### src/rtl/frame_scan_ctrl_pkg.sv
// Shared types and constants for the path tracer frame sequencer.
// Stage latencies sum to the default datapath depth.
package frame_scan_ctrl_pkg;

   typedef enum logic [1:0] {
      IDLE,
      SCAN,
      DRAIN,
      DONE
   } scan_state_e;

   localparam int H_RES_DEFAULT = 800;
   localparam int V_RES_DEFAULT = 600;

   localparam int RAYGEN_LAT = 3;
   localparam int INVDIR_LAT = 3;
   localparam int ISECT_LAT = 2;
   localparam int PATH_TRACER_LAT = RAYGEN_LAT + INVDIR_LAT + ISECT_LAT;

   localparam int ADDR_W_DEFAULT = 19;
   localparam int CNT_W_DEFAULT = 16;
   localparam int PIX_W = 10;

endpackage

### src/rtl/frame_scan_ctrl_if.sv
// Framebuffer write port: valid/ready handshake with address and hit bit.
// The sequencer is the master, the framebuffer the slave.
interface frame_scan_ctrl_if
   import frame_scan_ctrl_pkg::*;
#(
   parameter int ADDR_W = ADDR_W_DEFAULT
);

   logic              wr_valid;
   logic              wr_ready;
   logic [ADDR_W-1:0] wr_addr;
   logic              wr_data;

   modport master (
      output wr_valid,
      output wr_addr,
      output wr_data,
      input  wr_ready
   );

   modport slave (
      input  wr_valid,
      input  wr_addr,
      input  wr_data,
      output wr_ready
   );

endinterface

### src/rtl/frame_scan_ctrl_raster_counter.sv
// Raster x/y walker with clear, enable and a last-pixel flag.
// Stops advancing is left to the caller via en.
module frame_scan_ctrl_raster_counter
   import frame_scan_ctrl_pkg::*;
#(
   parameter int H_RES = H_RES_DEFAULT,
   parameter int V_RES = V_RES_DEFAULT
) (
   input  logic             sysclk,
   input  logic             rst,
   input  logic             clr,
   input  logic             en,
   output logic [PIX_W-1:0] x,
   output logic [PIX_W-1:0] y,
   output logic             last_pixel
);

   localparam logic [PIX_W-1:0] X_MAX = PIX_W'(H_RES - 1);
   localparam logic [PIX_W-1:0] Y_MAX = PIX_W'(V_RES - 1);

   logic [PIX_W-1:0] x_q, x_d;
   logic [PIX_W-1:0] y_q, y_d;
   logic             x_wrap;

   assign x_wrap     = (x_q == X_MAX);
   assign last_pixel = x_wrap & (y_q == Y_MAX);
   assign x          = x_q;
   assign y          = y_q;

   always_comb begin
      x_d = x_q;
      y_d = y_q;
      if (clr) begin
         x_d = '0;
         y_d = '0;
      end else if (en) begin
         if (x_wrap) begin
            x_d = '0;
            y_d = y_q + 1'b1;
         end else begin
            x_d = x_q + 1'b1;
         end
      end
   end

   always_ff @(posedge sysclk or posedge rst) begin
      if (rst) begin
         x_q <= '0;
         y_q <= '0;
      end else begin
         x_q <= x_d;
         y_q <= y_d;
      end
   end

endmodule

### src/rtl/frame_scan_ctrl.sv
// Frame sequencer: walks the raster into the tracer pipe, tracks
// in-flight pixels and streams hit bits to the framebuffer.
module frame_scan_ctrl
   import frame_scan_ctrl_pkg::*;
#(
   parameter int H_RES    = H_RES_DEFAULT,
   parameter int V_RES    = V_RES_DEFAULT,
   parameter int PIPE_LAT = PATH_TRACER_LAT,
   parameter int ADDR_W   = ADDR_W_DEFAULT,
   parameter int CNT_W    = CNT_W_DEFAULT
) (
   input  logic               sysclk,
   input  logic               rst,
   input  logic               start,
   input  logic               abort,
   output logic [PIX_W-1:0]   pixel_x,
   output logic [PIX_W-1:0]   pixel_y,
   output logic               pipe_stall,
   input  logic               hit_in,
   frame_scan_ctrl_if.master  wr,
   output logic               busy,
   output logic               done,
   output logic [CNT_W-1:0]   frame_count
);

   localparam logic [ADDR_W-1:0] LAST_ADDR = ADDR_W'(H_RES * V_RES - 1);

   scan_state_e         state_q, state_d;
   logic [PIPE_LAT-1:0] sr_q, sr_d;
   logic                wr_valid_q, wr_valid_d;
   logic                wr_data_q, wr_data_d;
   logic [ADDR_W-1:0]   wr_addr_q, wr_addr_d;
   logic [CNT_W-1:0]    fc_q, fc_d;

   logic clr;
   logic issue;
   logic accept;
   logic last_pixel;

   assign pipe_stall  = wr_valid_q & ~wr.wr_ready;
   assign issue       = (state_q == SCAN) & ~pipe_stall;
   assign accept      = wr_valid_q & wr.wr_ready;
   assign busy        = (state_q == SCAN) | (state_q == DRAIN);
   assign done        = (state_q == DONE);
   assign frame_count = fc_q;
   assign wr.wr_valid = wr_valid_q;
   assign wr.wr_data  = wr_data_q;
   assign wr.wr_addr  = wr_addr_q;

   frame_scan_ctrl_raster_counter #(
      .H_RES(H_RES),
      .V_RES(V_RES)
   ) u_raster_counter (
      .sysclk     (sysclk),
      .rst        (rst),
      .clr        (clr),
      .en         (issue & ~last_pixel),
      .x          (pixel_x),
      .y          (pixel_y),
      .last_pixel (last_pixel)
   );

   always_comb begin
      state_d    = state_q;
      sr_d       = sr_q;
      wr_valid_d = wr_valid_q;
      wr_data_d  = wr_data_q;
      wr_addr_d  = wr_addr_q;
      fc_d       = fc_q;
      clr        = 1'b0;

      // Output register loads exactly when the pipe advances.
      if (!pipe_stall) begin
         sr_d       = (sr_q << 1) | PIPE_LAT'(issue);
         wr_valid_d = sr_q[PIPE_LAT-1];
         if (sr_q[PIPE_LAT-1]) wr_data_d = hit_in;
      end
      if (accept) wr_addr_d = wr_addr_q + 1'b1;

      unique case (state_q)
         IDLE: begin
            if (start && !abort) begin
               state_d   = SCAN;
               clr       = 1'b1;
               wr_addr_d = '0;
            end
         end
         SCAN: begin
            if (issue && last_pixel) state_d = DRAIN;
         end
         DRAIN: begin
            if (accept && wr_addr_q == LAST_ADDR) state_d = DONE;
         end
         DONE: begin
            state_d = IDLE;
            fc_d    = fc_q + 1'b1;
         end
         default: state_d = IDLE;
      endcase

      if (abort && state_q != IDLE) begin
         state_d    = IDLE;
         sr_d       = '0;
         wr_valid_d = 1'b0;
         fc_d       = fc_q;
      end
   end

   always_ff @(posedge sysclk or posedge rst) begin
      if (rst) begin
         state_q    <= IDLE;
         sr_q       <= '0;
         wr_valid_q <= 1'b0;
         wr_data_q  <= 1'b0;
         wr_addr_q  <= '0;
         fc_q       <= '0;
      end else begin
         state_q    <= state_d;
         sr_q       <= sr_d;
         wr_valid_q <= wr_valid_d;
         wr_data_q  <= wr_data_d;
         wr_addr_q  <= wr_addr_d;
         fc_q       <= fc_d;
      end
   end

endmodule

### src/flat_wrapper.sv
// flat-port wrapper written by rule: the top's interface ports become plain ports
module frame_scan_ctrl_flat import frame_scan_ctrl_pkg::*;
#(
   parameter int H_RES    = H_RES_DEFAULT,
   parameter int V_RES    = V_RES_DEFAULT,
   parameter int PIPE_LAT = PATH_TRACER_LAT,
   parameter int ADDR_W   = ADDR_W_DEFAULT,
   parameter int CNT_W    = CNT_W_DEFAULT
)
  (sysclk, rst, start, abort, pixel_x, pixel_y, pipe_stall, hit_in, busy, done, frame_count, wr_wr_valid, wr_wr_addr, wr_wr_data, wr_wr_ready);
  frame_scan_ctrl_if #(.ADDR_W(ADDR_W)) wr_i ();
  input  logic sysclk;
  input  logic rst;
  input  logic start;
  input  logic abort;
  output logic [PIX_W-1:0] pixel_x;
  output logic [PIX_W-1:0] pixel_y;
  output logic pipe_stall;
  input  logic hit_in;
  output logic busy;
  output logic done;
  output logic [CNT_W-1:0] frame_count;
  output wire logic [$bits(wr_i.wr_valid)-1:0] wr_wr_valid;
  output wire logic [$bits(wr_i.wr_addr)-1:0] wr_wr_addr;
  output wire logic [$bits(wr_i.wr_data)-1:0] wr_wr_data;
  input wire logic [$bits(wr_i.wr_ready)-1:0] wr_wr_ready;
  assign wr_wr_valid = wr_i.wr_valid;
  assign wr_wr_addr = wr_i.wr_addr;
  assign wr_wr_data = wr_i.wr_data;
  assign wr_i.wr_ready = wr_wr_ready;
  frame_scan_ctrl #(.H_RES(H_RES), .V_RES(V_RES), .PIPE_LAT(PIPE_LAT), .ADDR_W(ADDR_W), .CNT_W(CNT_W)) u_core (.sysclk(sysclk), .rst(rst), .start(start), .abort(abort), .pixel_x(pixel_x), .pixel_y(pixel_y), .pipe_stall(pipe_stall), .hit_in(hit_in), .wr(wr_i), .busy(busy), .done(done), .frame_count(frame_count));
endmodule
### config.mk
export PLATFORM = sky130hd
export DESIGN_NAME = frame_scan_ctrl_flat
export DESIGN_NICKNAME = d
export VERILOG_FILES = /design/src/rtl/frame_scan_ctrl_pkg.sv /design/src/rtl/frame_scan_ctrl_if.sv /design/src/rtl/frame_scan_ctrl_raster_counter.sv /design/src/rtl/frame_scan_ctrl.sv /design/src/flat_wrapper.sv
export SDC_FILE = /design/constraint.sdc
export NUM_CORES = 1
export LEC_CHECK = 0
export BUFFER_PORTS_ARGS = -buffer_cell sky130_fd_sc_hd__buf_2
export CORE_ASPECT_RATIO = 0.5
export CORE_MARGIN = 2
export CORE_UTILIZATION = 26
export CTS_CLUSTER_DIAMETER = 30
export CTS_CLUSTER_SIZE = 30
export DETAILED_ROUTE_END_ITERATION = 16
export GPL_ROUTABILITY_DRIVEN = 0
export PLACE_DENSITY = 0.45
export SKIP_CTS_REPAIR_TIMING = 1
export SLEW_MARGIN = 20
export SYNTH_ARGS = -nofsm -noshare
export SYNTH_HDL_FRONTEND = slang
export SYNTH_HIERARCHICAL = 1
export SYNTH_SLANG_ARGS = --single-unit
### constraint.sdc
create_clock -name sysclk -period 5.5 [get_ports sysclk]
set_clock_uncertainty 0.05 [all_clocks]
set_input_delay 1.1 -clock sysclk [delete_from_list [all_inputs] [get_ports sysclk]]
set_output_delay 1.1 -clock sysclk [all_outputs]
set_load 0.01 [all_outputs]
=== After elaboration in Yosys (flattened, before gate mapping) ===
Cells that the tools add are included.

* Bits of input ports: 6
* Logic and storage cells: 66
* Bits in registers: 67

* Eq/ne operators: 10
* Reductions and logical operators: 13
* Add/sub/neg operators: 4
* Bitwise logic cells: 11
* Multiplexer cells: 20

{| class="wikitable"
|+ Operators with widths
! kind !! number
|-
| 10-bit two-way mux || 6
|-
| 19-bit two-way mux || 3
|-
| 10-bit by 1-bit adder with 10-bit output (second input constant) || 2
|-
| 10-bit == test (second input constant) || 2
|-
| 19-bit by 1-bit adder with 19-bit output (second input constant) || 1
|-
| 19-bit == test (second input constant) || 1
|-
| 16-bit by 1-bit adder with 16-bit output (second input constant) || 1
|-
| 8-bit two-way mux || 2
|-
| 2-bit two-way mux || 4
|-
| 8-bit by 1-bit OR with 8-bit output || 1
|-
| 2-bit one-hot mux with 4 select lines || 1
|-
| 3-bit != test (second input constant) || 2
|-
| 2-bit AND reduction || 3
|-
| 2-bit nonzero test || 3
|-
| 1-bit bitwise AND || 5
|-
| 2-bit == test (second input constant) || 2
|-
| 1-bit logical AND || 4
|-
| 1-bit two-way mux || 4
|-
| 1-bit NOT || 4
|-
| 3-bit by 1-bit != test with 1-bit output (second input constant) || 1
|-
| 3-bit AND reduction || 1
|-
| 2-bit by 1-bit == test with 1-bit output (second input constant) || 1
|-
| 2-bit zero test || 1
|-
| 2-bit != test (second input constant) || 1
|-
| 2 further kinds || 2
|}

=== Depth between registers and ports, before layout ===
Gate-level depths: netlist (run 1).

* Depth in word-level cells: 8
* Mapped depth: 12
* Gate-level depth less buffers: 10

=== Cells and area by module ===
Netlist (run 1), hierarchy kept.

{| class="wikitable"
|+ Modules (own cells, without submodules)
! module !! seq. area each (um^2) !! area an instance (um^2) !! times used !! cells each
|-
| frame_scan_ctrl || 1,176.1 || 2,223.4 || 1 || 223
|-
| frame_scan_ctrl_raster_counter || 500.5 || 1,061.0 || 1 || 118
|}

=== Least setup slack after synthesis (run 1) ===
Ideal clock, no wire load.

* Path type: input-to-reg
* Start point: input port wr_wr_ready
* End point: register u_core.u_raster_counter.y_q[5], in the netlist u_core/u_raster_counter/y[5]
* Path buffers: 4
* Arrival: 3,402 ps
* Data required time: 5,372 ps
* Stages: 11
* Path slack: 1,970 ps
* Path through: nand2b_1 clkbuf_1 inv_2 clkbuf_1 nor3b_1 clkbuf_1 nand4_1 or4_1 buf_2 or3_1 a21oi_1

* Cells in the longest elaborated chain, start to end: 7

{| class="wikitable"
|+ Ends and longest elaborated chain
! item !! line !! RTL
|-
| from (decl) || flat_wrapper.sv:26 || <nowiki>input wire logic [$bits(wr_i.wr_ready)-1:0] wr_wr_ready;</nowiki>
|-
| 1-bit NOT || frame_scan_ctrl.sv:40 || <nowiki>assign pipe_stall = wr_valid_q & ~wr.wr_ready;</nowiki>
|-
| 1-bit bitwise AND || frame_scan_ctrl.sv:40 ||
|-
| net pipe_stall || flat_wrapper.sv:18 || <nowiki>output logic pipe_stall;</nowiki>
|-
| 1-bit NOT || frame_scan_ctrl.sv:41 || <nowiki>assign issue = (state_q == SCAN) & ~pipe_stall;</nowiki>
|-
| 1-bit bitwise AND || frame_scan_ctrl.sv:41 ||
|-
| 1-bit bitwise AND || frame_scan_ctrl.sv:57 || <nowiki>.en (issue & ~last_pixel),</nowiki>
|-
| 2-bit nonzero test (no source line) || -- ||
|-
| 2-bit AND reduction (no source line) || -- ||
|-
| to (signal assigned) || frame_scan_ctrl_raster_counter.sv:52 || <nowiki>y_q <= y_d;</nowiki>
|-
| to (decl) || frame_scan_ctrl_raster_counter.sv:22 || <nowiki>logic [PIX_W-1:0] y_q, y_d;</nowiki>
|}

The timed path passes the listed nets, and every way through them passes these cells.
A chain may end at the register's enable or synchronous reset.

=== Worst setup path in the final report (run 1) ===
* Start point: input port wr_wr_ready
* End point: register u_core.u_raster_counter.y_q[7], in the netlist u_core/u_raster_counter/y[7]

* Cells in the longest elaborated chain, start to end: 7

{| class="wikitable"
|+ Ends and longest elaborated chain
! item !! line
|-
| 1-bit NOT || frame_scan_ctrl.sv:40
|-
| 1-bit bitwise AND || frame_scan_ctrl.sv:40
|-
| 1-bit NOT || frame_scan_ctrl.sv:41
|-
| 1-bit bitwise AND || frame_scan_ctrl.sv:41
|-
| 1-bit bitwise AND || frame_scan_ctrl.sv:57
|-
| 2-bit nonzero test (no source line) || --
|-
| 2-bit AND reduction (no source line) || --
|}

Every way passes these cells.

==> flow_metrics.env, run 1 <==
export IMPL_maxCapViolCount=0
export IMPL_yosysTopAreaCell="dfrtp_1"
export IMPL_cp_end_kind="flop"
export IMPL_finalSetupTns_ps=0
export IMPL_synth_seq_cells=67
export IMPL_gr_total_overflow=0
export IMPL_clockRootBuffer="clkbuf_16"
export IMPL_syn_cell_area_um2=3280
export IMPL_ir_drop_v=0.000126
export IMPL_initial_core_util=0.273
export IMPL_cp_required_ps=5700
export IMPL_fp_dieH_um=83.5
export IMPL_min_path_cells=1
export IMPL_diodes=0
export IMPL_fillers=1280
export IMPL_grt_pass1_wl_um=12600
export IMPL_synth_flop_cell="dfrtp_1"
export IMPL_startpoint_type="primary input"
export IMPL_worstReg2RegStart="u_core/u_raster_counter/x[0]"
export IMPL_ys_top_cells_by_area="dfrtp_1, xnor2_1, nor2_1"
export IMPL_path_class="primary input to flop"
export IMPL_netlist_instances=341
export IMPL_tightest_slew_ps=965
export IMPL_synthesis_nets=355
export IMPL_vias_per_cell=4.48
export IMPL_fin_util=0.341
export IMPL_num_rows=28
export IMPL_cts_buffer_depth=2
export IMPL_die_area_um2=13600
export IMPL_rsz0062_at_grt="no"
export IMPL_slowest_stage="or4_1"
export IMPL_worst_r2r_path_depth=10
export IMPL_drc=0
export IMPL_path_cells="buf_2, nand2b_1, inv_2, nor3b_1, buf_4, nand4_1, or4_1, or3_1, a21oi_1"
export IMPL_avgSynthCellArea_um2=9.63
export IMPL_slew_viol_final=0
export IMPL_io_buffers=65
export IMPL_finalCritPeriodShare=0.620
export IMPL_slowest_delay_ps=630
export IMPL_die_width_um=163
export IMPL_nets=425
export IMPL_cts_tree="done"
export IMPL_insertion_delay_ps=330
export IMPL_synthDistinctLibCells=41
export IMPL_vias=2601
export IMPL_ff_latch_area_um2=1680
export IMPL_finalHoldViolations=0
export IMPL_ff2ff_setup_slack_ps=2410
export IMPL_grt_max_degree=48
export IMPL_dp_hpwl_um=5220
export IMPL_worst_r2r_endpoint="u_core/u_raster_counter/y[7]"
export IMPL_grt_total_usage=0.119
export IMPL_relSlewSlack=0.356
export IMPL_clock_sinks=67
export IMPL_synthArstFlopShare=1.00
export IMPL_syn_to_final_growth_pct=25.1
export IMPL_cts_made_buffers=9
export IMPL_num_io_pins=66
export IMPL_max_freq_ghz=0.293
export IMPL_multi_input_area_um2=1520
export IMPL_htree_levels=3
export IMPL_synth_edf_count=0
export IMPL_drt_iter0_markers=144
export IMPL_yosysMostFrequentCell="dfrtp_1"
export IMPL_cp_buffers_inverters=3
export IMPL_first_global_vias=2445
export IMPL_power_density_nw_per_um2=364
export IMPL_wl_um=7540
export IMPL_synthTopCellsByCount="dfrtp_1, nor2_1, nand2_1"
export IMPL_leakage_nw=1.93
export IMPL_critPathMaxFanout=11
export IMPL_firstDrtPassIters=4
export IMPL_ys_seq_area_frac=0.510
export IMPL_min_to="u_core/frame_count[15]"
export IMPL_wl_per_cell_um=13.0
export IMPL_status="complete, no violations"
export IMPL_path_clk_slew_ps=60
export IMPL_ant_nets=0
export IMPL_setup_viol=0
export IMPL_core_region_area_um2=12100
export IMPL_min_from="u_core/frame_count[15]"
export IMPL_post_route_cells_drive_above_1_share=0.236
export IMPL_antenna_found_initial=0
export IMPL_critical_path_depth=9
export IMPL_min_period_ps=3410
export IMPL_yosysWarnings=6
export IMPL_arrival_ps=3610
export IMPL_min_path_type="flop to flop"
export IMPL_cp_top_family="simple AND/OR/NAND/NOR gates"
export IMPL_synth_top_area_share=0.510
## routing by layer
metal | vias up | global-route usage | wire length [um]
met5 | - | 0 | 0
met4 | 0 | 0.0386 | 69
met3 | 6 | 0.0407 | 330
met2 | 42 | 0.173 | 3190
met1 | 1250 | 0.165 | 3950
li1 | 1303 | - | -
## flip-flops by register name, indices dropped and copies added (netlist names)
register	cells
u_core/u_raster_counter/x	10
u_core/wr.wr_valid	1
u_core/wr.wr_data	1
u_core/sr_q	8
u_core/frame_count	16
u_core/wr.wr_addr	19
u_core/u_raster_counter/y	10
u_core/state_q	2
## how the worst max path moves through the flow
stage,slack [ps],start,to
after floorplan,1970,wr_wr_ready,u_core/u_raster_counter/y[5]
after global placement,1870,wr_wr_ready,u_core/u_raster_counter/y[5]
after detailed placement,1760,wr_wr_ready,u_core/u_raster_counter/y[7]
after CTS,2090,wr_wr_ready,u_core/u_raster_counter/y[7]
after global routing,1810,wr_wr_ready,u_core/u_raster_counter/y[7]
final,2090,wr_wr_ready,u_core/u_raster_counter/y[7]
## area by class of cell
type | instances | share of cell area
sequential | 67 | 0.408
multi-input combinational | 250 | 0.370
timing repair buffer | 68 | 0.0847
tap | 165 | 0.0502
inverter | 15 | 0.0137
clock inverter | 7 | 0.0189
clock buffer | 9 | 0.0548
## where the power goes
group	internal [mW]	leakage, nW	total [mW]	switching, mW
logic	0.121	0.880	0.297	0.176
registers	0.556	0.913	0.618	0.0620
clock network	0.353	0.134	0.580	0.227
total	1.03	1.93	1.49	0.465
## per-stage QoR
stage / hold WS, ps / cells / setup WS [ps] / area, um2 / power (mW)
floorplan: 438 / 341 / 1970 / 3280 / 0.817
global placement: 414 / 565 / 1870 / 3810 / 0.928
detailed placement: 417 / 565 / 1760 / 3810 / 0.929
CTS: 426 / 581 / 2090 / 4110 / 1.52
global route: 465 / 581 / 1810 / 4110 / 1.60
finish: 418 / 581 / 2090 / 4110 / 1.49
## cell usage in the layout (no fill, tap or decap), drive strengths merged, types with 2 or more instances in the layout
master,instances
a21oi,19
clkinvlp,4
ha,8
nand2,43
clkbuf,9
xor2,16
nand4,14
mux2,3
and3,2
xnor2,26
nand2b,4
nor3b,2
o21ai,10
dfrtp,67
buf,68
or3,10
or4,2
nor4,6
nor2,43
nand3,18
nor2b,2
nor3,9
and4,2
inv,16
## cells by family (layout without fill, tap and decap cells)
kind of cell,after synthesis,in the layout,share of synthesized area
and+or+nand+nor,162,162,0.251
DFF,67,67,0.510
xor gates and xnor gates,42,42,0.112
AOI/OAI and AO/OA,35,35,0.0583
buffers and inverters,24,99,0.0278
adders and majority gates,8,8,0.0305
muxes,3,3,0.0103
Power figures use the tool's default switching activity.
==> run 2: changes to the inputs <==
--- a/config.mk
+++ b/config.mk
@@ -13,7 +13,7 @@
 export CTS_CLUSTER_SIZE = 30
 export DETAILED_ROUTE_END_ITERATION = 16
 export GPL_ROUTABILITY_DRIVEN = 0
-export PLACE_DENSITY = 0.45
+export PLACE_DENSITY = 0.46
 export SKIP_CTS_REPAIR_TIMING = 1
 export SLEW_MARGIN = 20
 export SYNTH_ARGS = -nofsm -noshare
==> constraint.sdc (replaced) <==
create_clock -name sysclk -period 2.95 [get_ports sysclk]
set_clock_uncertainty 0.05 [all_clocks]
set_input_delay 0.59 -clock sysclk [delete_from_list [all_inputs] [get_ports sysclk]]
set_output_delay 0.59 -clock sysclk [all_outputs]
set_load 0.01 [all_outputs]
==> run 2 against run 1 <==
Cell area grew 1.9%. Critical endpoint is now u_core/u_raster_counter/x[7]. Clock power grew 100%. Global-route usage grew 0.31 points. Clock-buffer cell count is the same. Flip-flop and latch count is the same. Power grew 95%. Critical path type is now flop to flop. Worst setup slack lost 1900 ps. Sequential share of layout area shrank 0.76 points. Routed wire length grew 4.7%.
==> flow_metrics.env, run 2 (synthesized netlist as in run 1, its figures left out) <==
export IMPL_fin_hold_ws_ps=358
export IMPL_post_route_cells_drive_above_1_share=0.251
export IMPL_fillers=1271
export IMPL_clock_sinks=67
export IMPL_max_freq_ghz=0.359
export IMPL_fp_dieH_um=83.5
export IMPL_final_cell_mix="dfrtp_1, buf_2, nor2_1, nand2_1, xnor2_1"
export IMPL_ant_nets=0
export IMPL_io_buffers=65
export IMPL_syn_to_final_growth_pct=27.5
export IMPL_finalCritPeriodShare=0.943
export IMPL_leakage_nw=1.98
export IMPL_antenna_found_initial=0
export IMPL_cts_tree="done"
export IMPL_path_clk_slew_ps=60
export IMPL_min_period_ps=2780
export IMPL_htree_levels=3
export IMPL_final_common_cell="dfrtp_1"
export IMPL_grt_max_degree=48
export IMPL_cts_buffer_depth=2
export IMPL_ir_drop_v=0.000281
export IMPL_first_global_vias=2558
export IMPL_vias=2607
export IMPL_dp_hpwl_um=5550
export IMPL_grt_total_usage=0.122
export IMPL_cp_end_kind="flop"
export IMPL_drc=0
export IMPL_arrival_ps=2960
export IMPL_finalHoldViolations=0
export IMPL_relSlewSlack=0.453
export IMPL_power_density_nw_per_um2=695
export IMPL_wl_um=7890
export IMPL_vias_per_cell=4.44
export IMPL_largest_reg_flops=19
export IMPL_die_area_um2=13600
export IMPL_insertion_delay_ps=330
export IMPL_nets=431
export IMPL_finalSetupTns_ps=0
export IMPL_critPathMaxFanout=8
export IMPL_die_width_um=163
export IMPL_maxCapViolCount=0
export IMPL_drt_iter0_markers=145
export IMPL_grt_pass1_wl_um=13000
export IMPL_setup_viol=0
export IMPL_cp_required_ps=3130
export IMPL_path_class="flop to flop"
export IMPL_firstDrtPassIters=4
export IMPL_initial_core_util=0.273
export IMPL_wl_per_cell_um=13.4
export IMPL_num_io_pins=66
export IMPL_diodes=0
export IMPL_startpoint_type="flop"
export IMPL_slew_viol_final=0
export IMPL_min_path_type="primary input to async pin"
export IMPL_num_rows=28
export IMPL_gr_total_overflow=0
export IMPL_cts_made_buffers=9
export IMPL_clockRootBuffer="clkbuf_16"
export IMPL_core_region_area_um2=12100
export IMPL_fin_util=0.347
export IMPL_tightest_slew_ps=819
export IMPL_status="complete, no violations"
-- run 2: cell types whose count changed in the layout (fill, tap and decap cells not counted), sizes merged --
cell      change
clkinvlp      -2
buf           +6
clkinv        +1
bufinv        +1
-- run 2: metal layers --
| layer | part of all wire | global-route usage |
|---|---|---|
| met4 | 0.010 | 0.0426 |
| met1 | 0.52 | 0.171 |
| met3 | 0.034 | 0.0378 |
| met5 | 0 | 0 |
| met2 | 0.44 | 0.176 |
-- run 2: area by class of cell --
cell class,instances,area [um2],area share
well taps,165,206,0.0493
clock buffers,9,225,0.0538
inverters,15,56.3,0.0134
multi-input cells,250,1530,0.365
repair buffers,74,393,0.0938
flip-flops and latches,67,1680,0.400
clock inverters,7,101,0.0242
-- run 2: report_power, final --
| group | internal (mW) | leakage (nW) | total [mW] | switching, mW |
|---|---|---|---|---|
| sequential | 1.04 | 0.913 | 1.15 | 0.112 |
| combinational | 0.243 | 0.915 | 0.587 | 0.344 |
| clock | 0.745 | 0.152 | 1.17 | 0.429 |
-- run 2: final timing paths --
kind | startpoint | to | slack (ps) | cells after the start
setup / recovery | u_core/u_raster_counter/x[6] | u_core/u_raster_counter/x[7] | 170 | 9
hold / removal | rst | u_core/wr.wr_addr[16] | 360 | 3
setup reg to reg | u_core/u_raster_counter/x[6] | u_core/u_raster_counter/x[7] | 170 | 9
hold reg to reg | u_core/frame_count[15] | u_core/frame_count[15] | 420 | 1
max in group asynchronous | rst | u_core/u_raster_counter/y[1] | 1960 | 2
min in group sysclk | u_core/frame_count[15] | u_core/frame_count[15] | 420 | 1
-- run 2: metrics by stage --
step	setup WS [ps]	instances	power [mW]	cell area, um2
global route	-2.81	587	3.09	4190
detailed placement	170	571	1.76	3850
floorplan	36.0	341	1.52	3290
CTS	132	587	2.96	4180
finish	168	587	2.91	4190
global placement	260	571	1.76	3850
-- run 2: worst max-delay path, cell delays in order, from the launching register on --
cell and delay [ps]:
dfrtp_1 430, or4b_4 600, or3_1 410, nor2_1 210
nor3b_2 90, buf_4 170, o2111ai_1 390, nor3_1 120
xnor2_1 150, nor2_1 50
==> run 3: changes to the inputs <==
--- a/config.mk
+++ b/config.mk
@@ -13,10 +13,11 @@
 export CTS_CLUSTER_SIZE = 30
 export DETAILED_ROUTE_END_ITERATION = 16
 export GPL_ROUTABILITY_DRIVEN = 0
-export PLACE_DENSITY = 0.46
+export PLACE_DENSITY_LB_ADDON = 0.3
 export SKIP_CTS_REPAIR_TIMING = 1
 export SLEW_MARGIN = 20
 export SYNTH_ARGS = -nofsm -noshare
 export SYNTH_HDL_FRONTEND = slang
 export SYNTH_HIERARCHICAL = 1
 export SYNTH_SLANG_ARGS = --single-unit
+export TNS_END_PERCENT = 20
==> run 3 against run 2 <==
Core utilization increased by 0.083 points. Sequential power about the same. Hold slack got worse by 250 ps. Combinational power decreased by 1%. Worst setup slack improved by 45 ps. Critical path depth unchanged. Cell area increased by 0.24%. Via count increased by 0.96%. Routed wire length decreased by 4.9%. Fmax increased by 1.6%. Sequential share of layout area decreased by 0.095 points. Critical endpoint unchanged. Largest cell class unchanged. Largest power group is now sequential cells. Highest routed layer unchanged.
==> flow_metrics.env, run 3 (synthesized netlist as in run 1, its figures left out) <==
export IMPL_critPathMaxFanout=8
export IMPL_final_cells=589
export IMPL_power_density_nw_per_um2=686
export IMPL_tightest_slew_ps=782
export IMPL_vias=2632
export IMPL_grt_total_usage=0.118
export IMPL_finalSetupTns_ps=0
export IMPL_final_cell_mix="dfrtp_1, buf_2, nor2_1, nand2_1, xnor2_1"
export IMPL_grt_pass1_wl_um=12800
export IMPL_worst_r2r_endpoint="u_core/u_raster_counter/x[7]"
export IMPL_min_path_type="primary input to async pin"
export IMPL_finalCritPeriodShare=0.928
export IMPL_cts_buffer_depth=2
export IMPL_max_freq_ghz=0.365
export IMPL_nets=433
export IMPL_multi_input_area_um2=1520
export IMPL_path_class="flop to flop"
export IMPL_ir_drop_v=0.000265
export IMPL_diodes=0
export IMPL_switchingPower_mw=0.856
export IMPL_status="complete, no violations"
export IMPL_clockRootBuffer="clkbuf_16"
export IMPL_wl_met3_um=271
export IMPL_num_rows=28
export IMPL_wl_um=7500
export IMPL_ff2ff_setup_slack_ps=210
export IMPL_p_int_mw=2.02
export IMPL_vias_per_cell=4.47
export IMPL_fillers=1271
export IMPL_num_io_pins=66
export IMPL_rsz0062_at_grt="no"
export IMPL_drc=0
export IMPL_ant_nets=0
export IMPL_min_period_ps=2740
export IMPL_largest_reg_flops=19
export IMPL_grt_max_degree=25
export IMPL_die_width_um=163
export IMPL_cp_end_kind="flop"
export IMPL_power_frac_comb=0.201
export IMPL_io_buffers=65
export IMPL_top_layer_used="met4"
export IMPL_cts_made_buffers=9
export IMPL_drt_iter0_markers=159
export IMPL_fp_dieH_um=83.5
export IMPL_wl_per_cell_um=12.7
export IMPL_ff_latch_area_um2=1680
export IMPL_setup_viol=0
export IMPL_post_route_cells_drive_above_1_share=0.252
export IMPL_clockPowerShare=0.400
export IMPL_clock_sinks=67
export IMPL_maxCapViolCount=0
export IMPL_worstReg2RegStart="u_core/u_raster_counter/x[7]"
export IMPL_dp_cells=573
export IMPL_slew_viol_final=0
export IMPL_finalHoldViolations=0
export IMPL_path_clk_slew_ps=60
export IMPL_final_common_cell="dfrtp_1"
export IMPL_firstDrtPassIters=6
export IMPL_cp_required_ps=3110
export IMPL_initial_core_util=0.273
export IMPL_syn_to_final_growth_pct=27.8
export IMPL_insertion_delay_ps=330
export IMPL_worst_r2r_path_depth=9
export IMPL_dr_wl_met2_um=3430
export IMPL_antenna_found_initial=0
export IMPL_m1WireLength_um=3720
export IMPL_htree_levels=3
export IMPL_switching_share=0.297
export IMPL_die_area_um2=13600
export IMPL_arrival_ps=2900
export IMPL_gr_total_overflow=0
export IMPL_startpoint_type="flop"
export IMPL_relSlewSlack=0.478
export IMPL_first_global_vias=2585
export IMPL_cts_tree="done"
export IMPL_leakage_nw=1.99
export IMPL_dp_hpwl_um=5580
export IMPL_seq_power_share=0.399
export IMPL_core_region_area_um2=12100
-- run 3: worst max path at each step --
stage,from,cells after the start,end
4_1_cts,u_core/u_raster_counter/x[0],9,u_core/u_raster_counter/y[9]
3_3_place_gp,u_core/u_raster_counter/x[7],9,u_core/u_raster_counter/x[7]
3_5_place_dp,u_core/u_raster_counter/x[0],9,u_core/u_raster_counter/y[9]
6_report,u_core/u_raster_counter/x[7],9,u_core/u_raster_counter/x[7]
5_1_grt,u_core/u_raster_counter/x[0],9,u_core/u_raster_counter/y[4]
2_1_floorplan,wr_wr_ready,11,u_core/u_raster_counter/y[5]
-- run 3: per-layer routing --
layer | global-route usage | vias up
met5 | 0 | -
met4 | 0.0386 | 0
met3 | 0.0407 | 7
met2 | 0.180 | 32
met1 | 0.157 | 1275
li1 | - | 1318
-- run 3: power groups by stage --
stage / clock (mW) / combinational, mW / sequential (mW)
2_1_floorplan: 0 / 0.351 / 1.17
3_3_place_gp: 0 / 0.591 / 1.16
5_1_grt: 1.24 / 0.667 / 1.17
3_5_place_dp: 0 / 0.592 / 1.16
6_report: 1.15 / 0.579 / 1.15
4_1_cts: 1.19 / 0.595 / 1.15
-- run 3: metrics by stage --
stage	instance area, um2	total power, mW	hold WS [ps]	setup WS [ps]	utilization
after floorplan	3290	1.52	438	36.0	-
after global placement	3870	1.75	429	300	0.321
after global routing	4200	3.07	112	40.7	0.348
after detailed placement	3870	1.76	434	213	0.321
after CTS	4190	2.93	101	188	0.348
final	4200	2.88	107	213	0.348
-- run 3: cell type report --
| cell class | instances | share of cell area |
|---|---|---|
| clock inverter | 7 | 0.0242 |
| multi-input combinational | 250 | 0.363 |
| timing repair buffer | 76 | 0.0972 |
| clock buffer | 9 | 0.0537 |
| sequential | 67 | 0.400 |
| inverter | 15 | 0.0134 |
| tap | 165 | 0.0492 |
-- run 3: critical path, stage by stage, from the launching register on --
cell	delay, ps
dfrtp_1	440
or4b_4	580
or3_1	410
nor2_1	160
nor3b_1	90
buf_4	170
o2111ai_1	380
nor3_1	120
xnor2_1	160
nor2_1	50
